--- src/rtl/sid_seq_pkg.sv ---
// Shared types and register map for the SID register-write sequencer.
// Field widths here fix the bus shape; the WAIT count width is a top-level parameter.
package sid_seq_pkg;

  localparam int VOICE_W = 2;
  localparam int ADDR_W  = 3;
  localparam int DATA_W  = 8;

  typedef enum logic {
    OP_WRITE = 1'b0,
    OP_WAIT  = 1'b1
  } op_t;

  typedef enum logic [2:0] {
    IDLE,
    SETUP,
    STROBE,
    HOLD,
    WAIT
  } state_t;

  // Per-voice register offsets
  localparam logic [ADDR_W-1:0] FREQ_LO = 3'd0;
  localparam logic [ADDR_W-1:0] FREQ_HI = 3'd1;
  localparam logic [ADDR_W-1:0] PW_LO   = 3'd2;
  localparam logic [ADDR_W-1:0] PW_HI   = 3'd3;
  localparam logic [ADDR_W-1:0] ATK     = 3'd4;
  localparam logic [ADDR_W-1:0] SUS     = 3'd5;
  localparam logic [ADDR_W-1:0] WAV     = 3'd6;

  // Filter/volume bank, addressed through voice slot VOICE_FILT
  localparam logic [VOICE_W-1:0] VOICE_FILT = 2'd3;
  localparam logic [ADDR_W-1:0]  FC_LO      = 3'd0;
  localparam logic [ADDR_W-1:0]  FC_HI      = 3'd1;
  localparam logic [ADDR_W-1:0]  RES_FILT   = 3'd2;
  localparam logic [ADDR_W-1:0]  MODE_VOL   = 3'd3;

endpackage

--- src/rtl/sid_seq_fifo.sv ---
// Synchronous show-ahead FIFO, pop data valid whenever not empty; push/pop same cycle keeps level.
// Caller must not push when full or pop when empty; clear empties it in one cycle.
module sid_seq_fifo #(
  parameter int WIDTH = 8,
  parameter int DEPTH = 8
) (
  input  logic                     clk,
  input  logic                     rst,
  input  logic                     push,
  input  logic [WIDTH-1:0]         push_dat,
  input  logic                     pop,
  input  logic                     clear,
  output logic [WIDTH-1:0]         pop_dat,
  output logic                     full,
  output logic                     empty,
  output logic [$clog2(DEPTH):0]   level
);

  localparam int AW = $clog2(DEPTH);

  logic [WIDTH-1:0] mem [DEPTH];
  logic [AW-1:0]    wr_ptr;
  logic [AW-1:0]    rd_ptr;

  assign pop_dat = mem[rd_ptr];
  assign full    = (level == (AW+1)'(DEPTH));
  assign empty   = (level == '0);

  // Storage needs no reset; occupancy is tracked by the pointers and level.
  always_ff @(posedge clk) begin
    if (push) mem[wr_ptr] <= push_dat;
  end

  always_ff @(posedge clk or posedge rst) begin
    if (rst) begin
      wr_ptr <= '0;
      rd_ptr <= '0;
      level  <= '0;
    end else if (clear) begin
      wr_ptr <= '0;
      rd_ptr <= '0;
      level  <= '0;
    end else begin
      if (push) wr_ptr <= wr_ptr + AW'(1);
      if (pop)  rd_ptr <= rd_ptr + AW'(1);
      case ({push, pop})
        2'b10:   level <= level + (AW+1)'(1);
        2'b01:   level <= level - (AW+1)'(1);
        default: level <= level;
      endcase
    end
  end

endmodule

--- src/rtl/sid_reg_sequencer.sv ---
// Replays queued WRITE/WAIT commands onto the SID register bus: 4 cycles per WRITE (IDLE/SETUP/STROBE/HOLD),
// first strobe 3 cycles after push; cmd_ready drops when full or flushing. SID_SEQ_TICK_PRESCALE_EN makes WAIT count TICK_DIV-cycle ticks.
module sid_reg_sequencer
  import sid_seq_pkg::*;
#(
  parameter int FIFO_DEPTH = 8,
  parameter int WAIT_W     = 24,
  parameter int TICK_DIV   = 12000
) (
  input  logic                          clk,
  input  logic                          rst,
  input  logic                          cmd_valid,
  output logic                          cmd_ready,
  input  logic                          cmd_op,
  input  logic [1:0]                    cmd_voice,
  input  logic [2:0]                    cmd_addr,
  input  logic [7:0]                    cmd_data,
  input  logic [WAIT_W-1:0]             cmd_wait,
  input  logic                          flush,
  output logic [1:0]                    bus_voice,
  output logic [2:0]                    bus_addr,
  output logic [7:0]                    bus_data,
  output logic                          bus_we,
  output logic                          busy,
  output logic [$clog2(FIFO_DEPTH):0]   level
);

  typedef struct packed {
    op_t                 op;
    logic [VOICE_W-1:0]  voice;
    logic [ADDR_W-1:0]   addr;
    logic [DATA_W-1:0]   data;
    logic [WAIT_W-1:0]   wait_n;
  } cmd_t;

  localparam int CMD_W = $bits(cmd_t);

  if (TICK_DIV < 1) begin : g_bad_tick_div
    $error("TICK_DIV must be at least 1");
  end
  if (FIFO_DEPTH < 2 || (FIFO_DEPTH & (FIFO_DEPTH - 1)) != 0) begin : g_bad_depth
    $error("FIFO_DEPTH must be a power of two, at least 2");
  end

  state_t            state;
  logic [WAIT_W-1:0] cnt;
  cmd_t              push_cmd;
  cmd_t              head;
  logic [CMD_W-1:0]  head_raw;
  logic              full;
  logic              empty;
  logic              push;
  logic              pop;
  logic              tick;

  assign push_cmd = '{op: op_t'(cmd_op), voice: cmd_voice, addr: cmd_addr,
                      data: cmd_data, wait_n: cmd_wait};
  assign head     = cmd_t'(head_raw);

  assign cmd_ready = !full && !flush;
  assign push      = cmd_valid && cmd_ready;
  // A flush in IDLE discards the head rather than executing it.
  assign pop       = (state == IDLE) && !empty && !flush;
  assign busy      = (state != IDLE) || !empty;

  sid_seq_fifo #(
    .WIDTH (CMD_W),
    .DEPTH (FIFO_DEPTH)
  ) u_fifo (
    .clk      (clk),
    .rst      (rst),
    .push     (push),
    .push_dat (push_cmd),
    .pop      (pop),
    .clear    (flush),
    .pop_dat  (head_raw),
    .full     (full),
    .empty    (empty),
    .level    (level)
  );

`ifdef SID_SEQ_TICK_PRESCALE_EN
  localparam int PW = (TICK_DIV > 1) ? $clog2(TICK_DIV) : 1;

  logic [PW-1:0] presc;

  assign tick = (presc == PW'(TICK_DIV - 1));

  // Held at 0 outside WAIT so the first tick lands TICK_DIV cycles after entry.
  always_ff @(posedge clk or posedge rst) begin
    if (rst)                 presc <= '0;
    else if (state != WAIT)  presc <= '0;
    else if (tick)           presc <= '0;
    else                     presc <= presc + PW'(1);
  end
`else
  assign tick = 1'b1;
`endif

  always_ff @(posedge clk or posedge rst) begin
    if (rst) begin
      state     <= IDLE;
      cnt       <= '0;
      bus_voice <= '0;
      bus_addr  <= '0;
      bus_data  <= '0;
      bus_we    <= 1'b0;
    end else begin
      case (state)
        IDLE: begin
          if (pop) begin
            if (head.op == OP_WRITE) begin
              bus_voice <= head.voice;
              bus_addr  <= head.addr;
              bus_data  <= head.data;
              state     <= SETUP;
            end else if (head.wait_n != '0) begin
              cnt   <= head.wait_n;
              state <= WAIT;
            end
          end
        end
        SETUP: begin
          bus_we <= 1'b1;
          state  <= STROBE;
        end
        STROBE: begin
          bus_we <= 1'b0;
          state  <= HOLD;
        end
        HOLD: state <= IDLE;
        WAIT: begin
          if (flush) begin
            cnt   <= '0;
            state <= IDLE;
          end else if (tick) begin
            cnt <= cnt - WAIT_W'(1);
            if (cnt == WAIT_W'(1)) state <= IDLE;
          end
        end
        default: state <= IDLE;
      endcase
    end
  end

endmodule

--- config.mk ---
export PLATFORM = sky130hd
export DESIGN_NAME = sid_reg_sequencer
export DESIGN_NICKNAME = d
export VERILOG_FILES = /design/src/rtl/sid_seq_pkg.sv /design/src/rtl/sid_seq_fifo.sv /design/src/rtl/sid_reg_sequencer.sv
export SDC_FILE = /design/constraint.sdc
export NUM_CORES = 1
export LEC_CHECK = 0
export BUFFER_PORTS_ARGS = -buffer_cell sky130_fd_sc_hd__buf_2
export CAP_MARGIN = 10
export CORE_MARGIN = 2
export CORE_UTILIZATION = 45
export CTS_CLUSTER_SIZE = 16
export DETAILED_ROUTE_END_ITERATION = 10
export SLEW_MARGIN = 20
export SYNTH_ARGS = -nofsm -noshare
export SYNTH_HDL_FRONTEND = slang
export SYNTH_HIERARCHICAL = 1
export SYNTH_SLANG_ARGS = --single-unit
--- constraint.sdc ---
create_clock -name clk -period 5.3 [get_ports clk]
set_input_delay 0.795 -clock clk [delete_from_list [all_inputs] [get_ports clk]]
set_output_delay 0.795 -clock clk [all_outputs]
set_load 0.05 [all_outputs]
# Word-level counts from Yosys, hierarchy flattened
# Memories as Yosys holds them, arrays and structs flattened.
# Index checks and enable logic that the tools add are counted.
# totals
register_bits,51
ram_bits,304
input_bits,42
output_inout_bits,20
wordCells,68
n_memories,1
# classes
add_sub_neg,5
n_eq_ne,12
mux,20
bitwise_logic,1
n_reduce_logical,20
# mem_list
name,depth,width,rd,rd_clocked_by_memory_dff,write_ports,line_no,source
u_fifo.mem,8,38,1,0,1,sid_seq_fifo.sv:21,logic [WIDTH-1:0] mem [DEPTH];
# ops
operator,count
$mux W24,4
$pmux W24 S2,1
$mux W3,9
$eq A24 B1 Y1 const B,1
$reduce_bool A24 Y1,1
$sub A24 B1 Y24 const B,1
$pmux W3 S4,1
$pmux W4 S2,1
$reduce_bool A2 Y1,4
$add A3 B1 Y3 const B,2
$reduce_and A3 Y1,2
$reduce_bool A3 Y1,2
$add A4 B1 Y4 const B,1
$eq A4 B4 Y1 const B,1
$logic_and A1 B1 Y1,4
$logic_not A4 Y1,1
$mux W4,1
$ne A2 B1 Y1 const B,2
$reduce_and A4 Y1,1
$sub A4 B1 Y4 const B,1
$eq A3 B1 Y1 const B,1
$eq A3 B2 Y1 const B,1
$eq A3 B3 Y1 const B,1
$logic_not A1 Y1,3
10 further kinds,11

# Depth between registers and ports, before layout
# Gate-level depths: netlist (run 1).
# logic_depth
word_depth,7
ltp_mapped,12
ltp_nobuf,10

# Modules after synthesis
# The synthesis (run 1) kept the hierarchy.
# modules_own_cells
mod,n_inst,cells_per_inst,area_per_inst_um2,seq_area_each_um2
sid_seq_fifo,1,514,12230.5,9379.0
sid_reg_sequencer,1,243,2272.2,1026.0

# Least setup slack after synthesis (run 1)
# No wires, ideal clock.
# synth_timing
path_type,register to register
start,register u_fifo.level[1]
end,"memory u_fifo/mem[0][0] (netlist name), enable pin"
setup_time_ps,480
arrival_time_ps,4974
path_slack_ps,-155
path_stages_with_launch,8
n_path_buf,2
period_less_slack_ps,5455
path_cell_list,dfrtp_1 clkbuf_1 nor4_1 nor2_1 and2_1 clkbuf_1 nand2b_1 nor3_1
# synth_between
elab_chain_cells,6
# synth_rtl
element,line_no,source
start: declaration,sid_seq_fifo.sv:16,output logic [$clog2(DEPTH):0] level
start signal: assignment,sid_seq_fifo.sv:47,2'b10: level <= level + (AW+1)'(1);
start signal: assignment,sid_seq_fifo.sv:48,2'b01: level <= level - (AW+1)'(1);
start signal: assignment,sid_seq_fifo.sv:49,default: level <= level;
$eq A4 B4 Y1,sid_seq_fifo.sv:26,assign full = (level == (AW+1)'(DEPTH));
named net full,sid_reg_sequencer.sv:50,logic full;
$logic_not A1 Y1,sid_reg_sequencer.sv:60,assign cmd_ready = !full && !flush;
$logic_and A1 B1 Y1,sid_reg_sequencer.sv:60,
named net cmd_ready,sid_reg_sequencer.sv:13,"output logic cmd_ready,"
$logic_and A1 B1 Y1,sid_reg_sequencer.sv:61,assign push = cmd_valid && cmd_ready;
named net push,sid_reg_sequencer.sv:52,logic push;
$mux W1,sid_seq_fifo.sv:31,if (push) mem[wr_ptr] <= push_dat;
$mux W1 (implied by the code),sid_seq_fifo.sv:31,
end: declaration,sid_seq_fifo.sv:21,
# The timed path passes the listed nets, and every way through them passes these cells.

==> metrics, run 1 <==
CP Buf/Inv Count=3; Std-Cell Rows=65; Die Y=183.5 µm; Die Wd=roughly 180 µm; unrepaired setup endpoints after global routing=false; Yosys cell types=60; PostCTS Resize Cnt=0; hold slack=~0.28 ns; final hold vios=0; buffers added on ports=just over 60; simple-gate share of the synthesized area=slightly above 4%; Adder-Cell Fraction of Synth Area=0.5176%; post-synthesis area per instance=19.16 µm²; syn nets=a little over 800; maxcap violations=0; Inserted Clock Buffers=37; final setup vio count=0; outcome=complete, no violations; Clock Power Share=35.6%; number of synthesized register bits=between 300 and 400; clk_skew=between 0.01 and 0.015 ns; post-synthesis cell count=about 760; share of flip-flops with an asynchronous set or reset=between 10% and 20%; post-cts hold buffer count=0; Num Clock Sinks=about 360; CP max stage cell=dfrtp_4; Worst EP required=roughly 5.7 ns; Area Overhead vs Synth=13.82%; largest net degree at the start of global routing=50; Final Max Tran Viols=0; fill cell count=~2,500; Synth Area in Compound Gates=under 10%; DP HPWL=about 17,000 µm; number of global-route vias before repair=7,680; Starting Density=45.84%; worst-skew pair later-pin latency=between 0.5 and 0.6 ns; Max VDD drop=approximately 270 µV; Yosys warning count=6; IO Pins=62; post-layout net count=between 800 and 900; starting DRC count in detailed routing=about 630; first-pass GRT wire length=approximately 46,000 µm; core box area=between 0.03 and 0.04 mm²; Seq/Total Area, Yosys=71.75%; combinational group share of total power=17.6%; Leakage Power=about 5.5 nW; sw frac=a little over a quarter; die area=approximately 0.034 mm²; Power Density=between 400 and 500 mW/mm²; All-Layer GR Usage=a little under a fifth; post-synthesis mux area share=between 10% and 20%; mapped cell area=0.01450 mm²; fmax=258.8 MHz; initial antenna violation count=6; Root Driver=clkbuf_16; CP Class=register to register; sw power=0.001936 W; post-CTS setup buffer count=0; Int Power=about 0.0053 W; largest delay contributor family on the critical path=buffers and inverters; layout cell share with drive strength beyond 1=between 30% and 40%; fin crit share=around 73%; CTS tree=done; startpoint class of the critical path=register; Final Wtd Congestion=about 0.8; Worst Max-Slew Pin Slew=~0.91 ns; number of enable flip-flop cells after synthesis=304; H-tree lvl count=2; via count=~7,300; Reg2Reg Depth=9; TNS Setup=0 ns; Final ANT Viol Nets=0; post-route minimum period=around 3.9 ns; crit-path max cell delay=around 0.65 ns; Detailed Route WL=between 20,000 and 30,000 µm; critical path, cell by cell=buf_12, buf_4, mux4_1, mux2_4, a21oi_1, a41o_1, buf_4, o21ai_0, o311ai_0; clock slew at reported path FFs=~0.060 ns; DR vias/cell=about 5.8; DRT Pass-1 Iters=5; main combinational cell family by area after synthesis=multiplexers; CP endpoint kind=register; DRC=0; arrival time of the worst setup path=4.26 ns; Post-synth top flop=edfxtp_1; GR Overflow Total=0; Reg power frac=about 47%; WP depth=9; XOR/XNOR Fraction of Synth Area=0.4831%; largest fanout on the critical path=38; Slew Limit Headroom=roughly two fifths; Top cell by count, worst path=buf_4; HP Class=input port to asynchronous set/reset pin; Max Root-Sink Buffers=3; per-cell routed wire length=23.55 µm
-- cell type report --
type                            instances  area [µm²]  share of cell area (%)
Sequential cell                       355       10410                   63.09
Multi-Input combinational cell        348        3871                   23.45
Clock buffer                           48        1040                   6.299
Tap cell                              402       503.0                   3.047
Timing Repair Buffer                   76       430.4                   2.607
Clock inverter                         20       201.4                   1.220
Inverter                               11       42.54                  0.2577
Antenna cell                            2       5.005                 0.03032
-- power by group through the flow --
stage	Clock (W)	Combinational, W	Sequential, W
after floorplan	0	0.000838	0.00359
after detailed placement	0	0.00129	0.00345
final	0.00259	0.00128	0.00340
after global routing	0.00278	0.00138	0.00342
after CTS	0.00265	0.00129	0.00340
after global placement	0	0.00125	0.00343
-- Yosys cell counts (3+ instances only) --
cell type	number	area [µm²]
a22oi_1	7	52.55
or3_1	3	18.77
a32oi_1	6	52.55
o21ai_1	5	25.02
edfxtp_1	304	9129
nand2_1	12	45.04
ha_1	6	75.07
nand2b_1	7	43.79
mux4_1	12	315.3
xor2_1	6	52.55
nand3_1	4	20.02
dfrtp_1	51	1276
mux2i_1	3	30.03
mux4_2	64	1441
buf_12	4	80.08
buf_2	14	70.07
a21oi_1	18	90.09
nor3_1	9	45.04
nor4_1	15	93.84
inv_1	11	41.29
mux2_2	24	270.3
nor2b_1	4	25.02
o21ai_0	35	175.2
o31a_1	4	35.03
clkbuf_1	22	82.58
nor2_1	37	138.9
mux2_4	27	405.4
-- placed cells by master (no fill, tap or decap), drive strengths merged, types with 6 or more instances in the layout --
| master | instances |
|---|---|
| a21oi | 18 |
| a22oi | 7 |
| a32oi | 6 |
| buf | 76 |
| clkbuf | 48 |
| clkinv | 14 |
| dfrtp | 51 |
| edfxtp | 304 |
| ha | 6 |
| inv | 11 |
| mux2 | 51 |
| mux4 | 76 |
| nand2 | 12 |
| nand2b | 7 |
| nor2 | 38 |
| nor3 | 11 |
| nor4 | 15 |
| o21ai | 40 |
| xor2 | 6 |
-- final timing paths --
| check | startpoint | end | slack, ns |
|---|---|---|---|
| setup / recovery | u_fifo/rd_ptr[0]$_DFFE_PP0P_ | cnt[16]$_DFFE_PP0P_ | 1.44 |
| hold / removal | rst | u_fifo/wr_ptr[1]$_DFFE_PP0P_ | 0.28 |
| setup reg to reg | u_fifo/rd_ptr[0]$_DFFE_PP0P_ | cnt[16]$_DFFE_PP0P_ | 1.44 |
| hold reg to reg | cnt[10]$_DFFE_PP0P_ | cnt[10]$_DFFE_PP0P_ | 0.51 |
| max in group asynchronous | rst | cnt[22]$_DFFE_PP0P_ | 4.34 |
| min in group clk | cnt[10]$_DFFE_PP0P_ | cnt[10]$_DFFE_PP0P_ | 0.51 |
-- flip-flops by register name, summed over array words and instances (netlist names) --
register and cells:
bus_we 1, state 3, u_fifo/rd_ptr 3, bus_addr 3, cnt 24, u_fifo/mem 304
bus_voice 2, u_fifo/wr_ptr 3, bus_data 8, u_fifo/level 4
-- metal layers --
metal	wire length [µm]	up-vias	GRT usage, %
met3	1346	49	3.685
met1	12700	3838	23.75
met4	553	8	4.608
met2	15070	174	31.06
met5	50	-	0
li1	-	3250	-
-- metrics by stage --
stage / cell area (µm²) / total power [W] / setup slack, ns / utilization [%] / std cells
2_1_floorplan: 14510 / 0.004429 / 0.8615 / - / 757
3_3_place_gp: 15250 / 0.004684 / 1.507 / 48.21 / 1192
3_5_place_dp: 15260 / 0.004739 / 1.392 / 48.23 / 1192
4_1_cts: 16500 / 0.007340 / 1.385 / 52.16 / 1260
5_1_grt: 16500 / 0.007584 / 1.054 / 52.16 / 1260
6_report: 16510 / 0.007261 / 1.437 / 52.18 / 1262
-- cell families after synthesis --
group / count (synthesis)
AND/OR/NAND/NOR: 109
buffers and inverters: 54
adder cells (fa/ha/maj): 6
flip-flops: 355
XOR/XNOR: 8
AO/OA/AOI/OAI: 95
multiplexers: 130
-- worst reg2reg max path, stage by stage (launching register included) --
cell and delay [ns]:
dfrtp_4 0.65, buf_12 0.36, buf_4 0.52, mux4_1 0.64, mux2_4 0.33, a21oi_1 0.15, a41o_1 0.53, buf_4 0.36
o21ai_0 0.12, o311ai_0 0.09
Power figures use the tool's default switching activity.
==> run 2, diff against run 1 <==
clock period = 3.46 ns   (was 5.3 ns; I/O delays follow)
==> run 2 against run 1 <==
Net effect:
- global-route usage grew 0.49 points
- combinational power is 60% higher
- wire length is 1.6% higher
- largest power group unchanged
- first-iteration DRC count down 14%
- critical endpoint unchanged
- sequential power grew 52%
- sequential share of layout area down 1.4 points
- fmax is 27% higher
- die area stayed put
- clock skew is 0.0064 ns higher
- final area up 2.2%
- hold slack worse by 0.25 ns
==> metrics, run 2 (synthesis results as in run 1) <==
DP HPWL=18,480 µm (+7.3%); Num Clock Sinks=355 (unchanged); Max VDD drop=610.8 µV (+130%); worst-skew pair later-pin latency=0.52 ns (about the same); Starting Density=45.84% (unchanged); Design Power=0.01152 W (+59%); DR vias/cell=5.800 (about the same); Worst Max-Slew Pin Slew=0.8675 ns (-0.03904 ns); Leakage Power=5.657 nW (+2.7%); Inserted Clock Buffers=39 (+5.4%); Power Density=682.5 mW/mm² (+55%); Slew Limit Headroom=42.17% (+2.6 points); CP endpoint kind=register; Reg with most FFs=u_fifo/mem; startpoint class of the critical path=register; H-tree lvl count=2 (unchanged); CP Class=register to register; die area=0.03368 mm² (unchanged); Area Overhead vs Synth=16.37%; post-route minimum period=3.032 ns (-0.8312 ns); Post-Place Cells=1,207 (+1.3%); post-layout util=53.34% (+1.2 points); Die Wd=183.5 µm (unchanged); top flop regs=u_fifo/mem: 304 flops, cnt: 24 flops, bus_data: 8 flops; Final ANT Viol Nets=0 (unchanged); Final Non-Filler Cells=1,281 (+1.5%); largest net degree at the start of global routing=42 (-16%); DRC=0 (unchanged); starting DRC count in detailed routing=546 (-14%); final hold vios=0 (unchanged); IO Pins=62 (unchanged); maxcap violations=0 (unchanged); number of global-route vias before repair=7,877 (+2.6%); final setup vio count=0 (unchanged); Worst Setup SP=u_fifo/rd_ptr[0]$_DFFE_PP0P_; Die Y=183.5 µm (unchanged); TNS Setup=0 ns (unchanged); clk_skew=0.01773 ns (+0.006418 ns); clock slew at reported path FFs=0.06 ns (about the same); core box area=0.03164 mm² (unchanged); All-Layer GR Usage=18.59% (+0.49 points); DRT Pass-1 Iters=5 (unchanged); Final Wtd Congestion=0.8210 (+2.7%); buffers added on ports=61 (unchanged); Crit Reg-Reg Startpoint=u_fifo/rd_ptr[0]$_DFFE_PP0P_; Detailed Route WL=30,190 µm (+1.6%); outcome=complete, no violations; Std-Cell Rows=65 (unchanged); max reg flops=304 (unchanged); CTS tree=done; initial antenna violation count=4 (-2); most common cell after layout, fill and taps aside=edfxtp_1; fmax=329.8 MHz (+27%); first-pass GRT wire length=46,640 µm (+2.3%); HP Class=input port to asynchronous set/reset pin; PostCTS Resize Cnt=0 (unchanged); post-CTS setup buffer count=0 (unchanged); Final Max Tran Viols=0 (unchanged); fin crit share=87.64% (+15 points); per-cell routed wire length=23.57 µm (about the same); via count=7,430 (+1.5%); largest fanout on the critical path=28 (-26%); unrepaired setup endpoints after global routing=false; Root Driver=clkbuf_16; post-cts hold buffer count=0 (unchanged); fill cell count=2,395 (-3.8%); layout cell share with drive strength beyond 1=32.42% (+1.4 points); Max Root-Sink Buffers=3 (unchanged); post-layout net count=894 (+1.9%); most frequent cells in the layout=edfxtp_1, mux4_2, buf_2, dfrtp_1, clkbuf_16; Worst EP required=3.85 ns (-1.85 ns); GR Overflow Total=0 (unchanged); arrival time of the worst setup path=3.42 ns (-0.84 ns)
-- run 2: changes by cell type in the layout (fill, tap and decap cells not counted), sizes merged --
cell	previous run	this run
buf	76	91
bufinv	4	8
clkinv	14	13
clkinvlp	2	3
diode	2	3
inv	11	10
-- run 2: per-stage QoR --
| stage | hold slack [ns] | setup slack (ns) | instance area [µm²] |
|---|---|---|---|
| 2_1_floorplan | 0.3591 | 0.06913 | 14560 |
| 3_3_place_gp | 0.4768 | 0.4468 | 15510 |
| 3_5_place_dp | 0.4962 | 0.4335 | 15510 |
| 4_1_cts | 0.02448 | 0.3978 | 16870 |
| 5_1_grt | 0.04454 | 0.1458 | 16870 |
| 6_report | 0.02848 | 0.4277 | 16880 |
-- run 2: worst paths after layout --
path | cells past startpoint | slack (ns) | end
worst max-delay path | 9 | 0.43 | cnt[16]$_DFFE_PP0P_
worst min-delay path | 2 | 0.03 | u_fifo/wr_ptr[1]$_DFFE_PP0P_
worst max register to register | 9 | 0.43 | cnt[16]$_DFFE_PP0P_
worst min register to register | 1 | 0.51 | bus_voice[0]$_DFFE_PP0P_
max in group asynchronous | 2 | 2.77 | cnt[8]$_DFFE_PP0P_
min in group clk | 1 | 0.26 | u_fifo/mem[0][29]$_DFFE_PP_
-- run 2: layer usage --
layer  vias up  wire length [µm]  track usage (%)
met5         -                 7                0
met4         2               594            5.248
met3        50              1548            3.586
met2       190             15530            32.48
met1      3896             12510            23.79
li1       3292                 -                -
-- run 2: final cells by class --
type                       count  area, µm²  area share, %
tap                          402      503.0          2.980
clock buffer                  48       1020          6.042
antenna                        3      7.507        0.04448
sequential                   355      10420          61.71
inverter                      11      42.54         0.2521
clock inverter                23      337.8          2.002
timing repair buffer          91      680.7          4.033
multi-input combinational    348       3870          22.93
-- run 2: power by group --
group | leakage, nW | internal [W] | switching [W] | total, W
registers | 3.39 | 0.00494 | 0.000231 | 0.00517
clock network | 0.650 | 0.00270 | 0.00159 | 0.00429
logic | 1.62 | 0.000839 | 0.00122 | 0.00205
total | 5.66 | 0.00848 | 0.00304 | 0.0115
-- run 2: critical path, stage by stage (launching register included) --
cell and delay [ns]:
dfrtp_4 0.45, buf_12 0.25, mux4_1 0.57, mux2_4 0.29
nor4_1 0.36, and4_1 0.31, a41o_1 0.19, buf_4 0.25
o21ai_0 0.12, o311ai_0 0.09
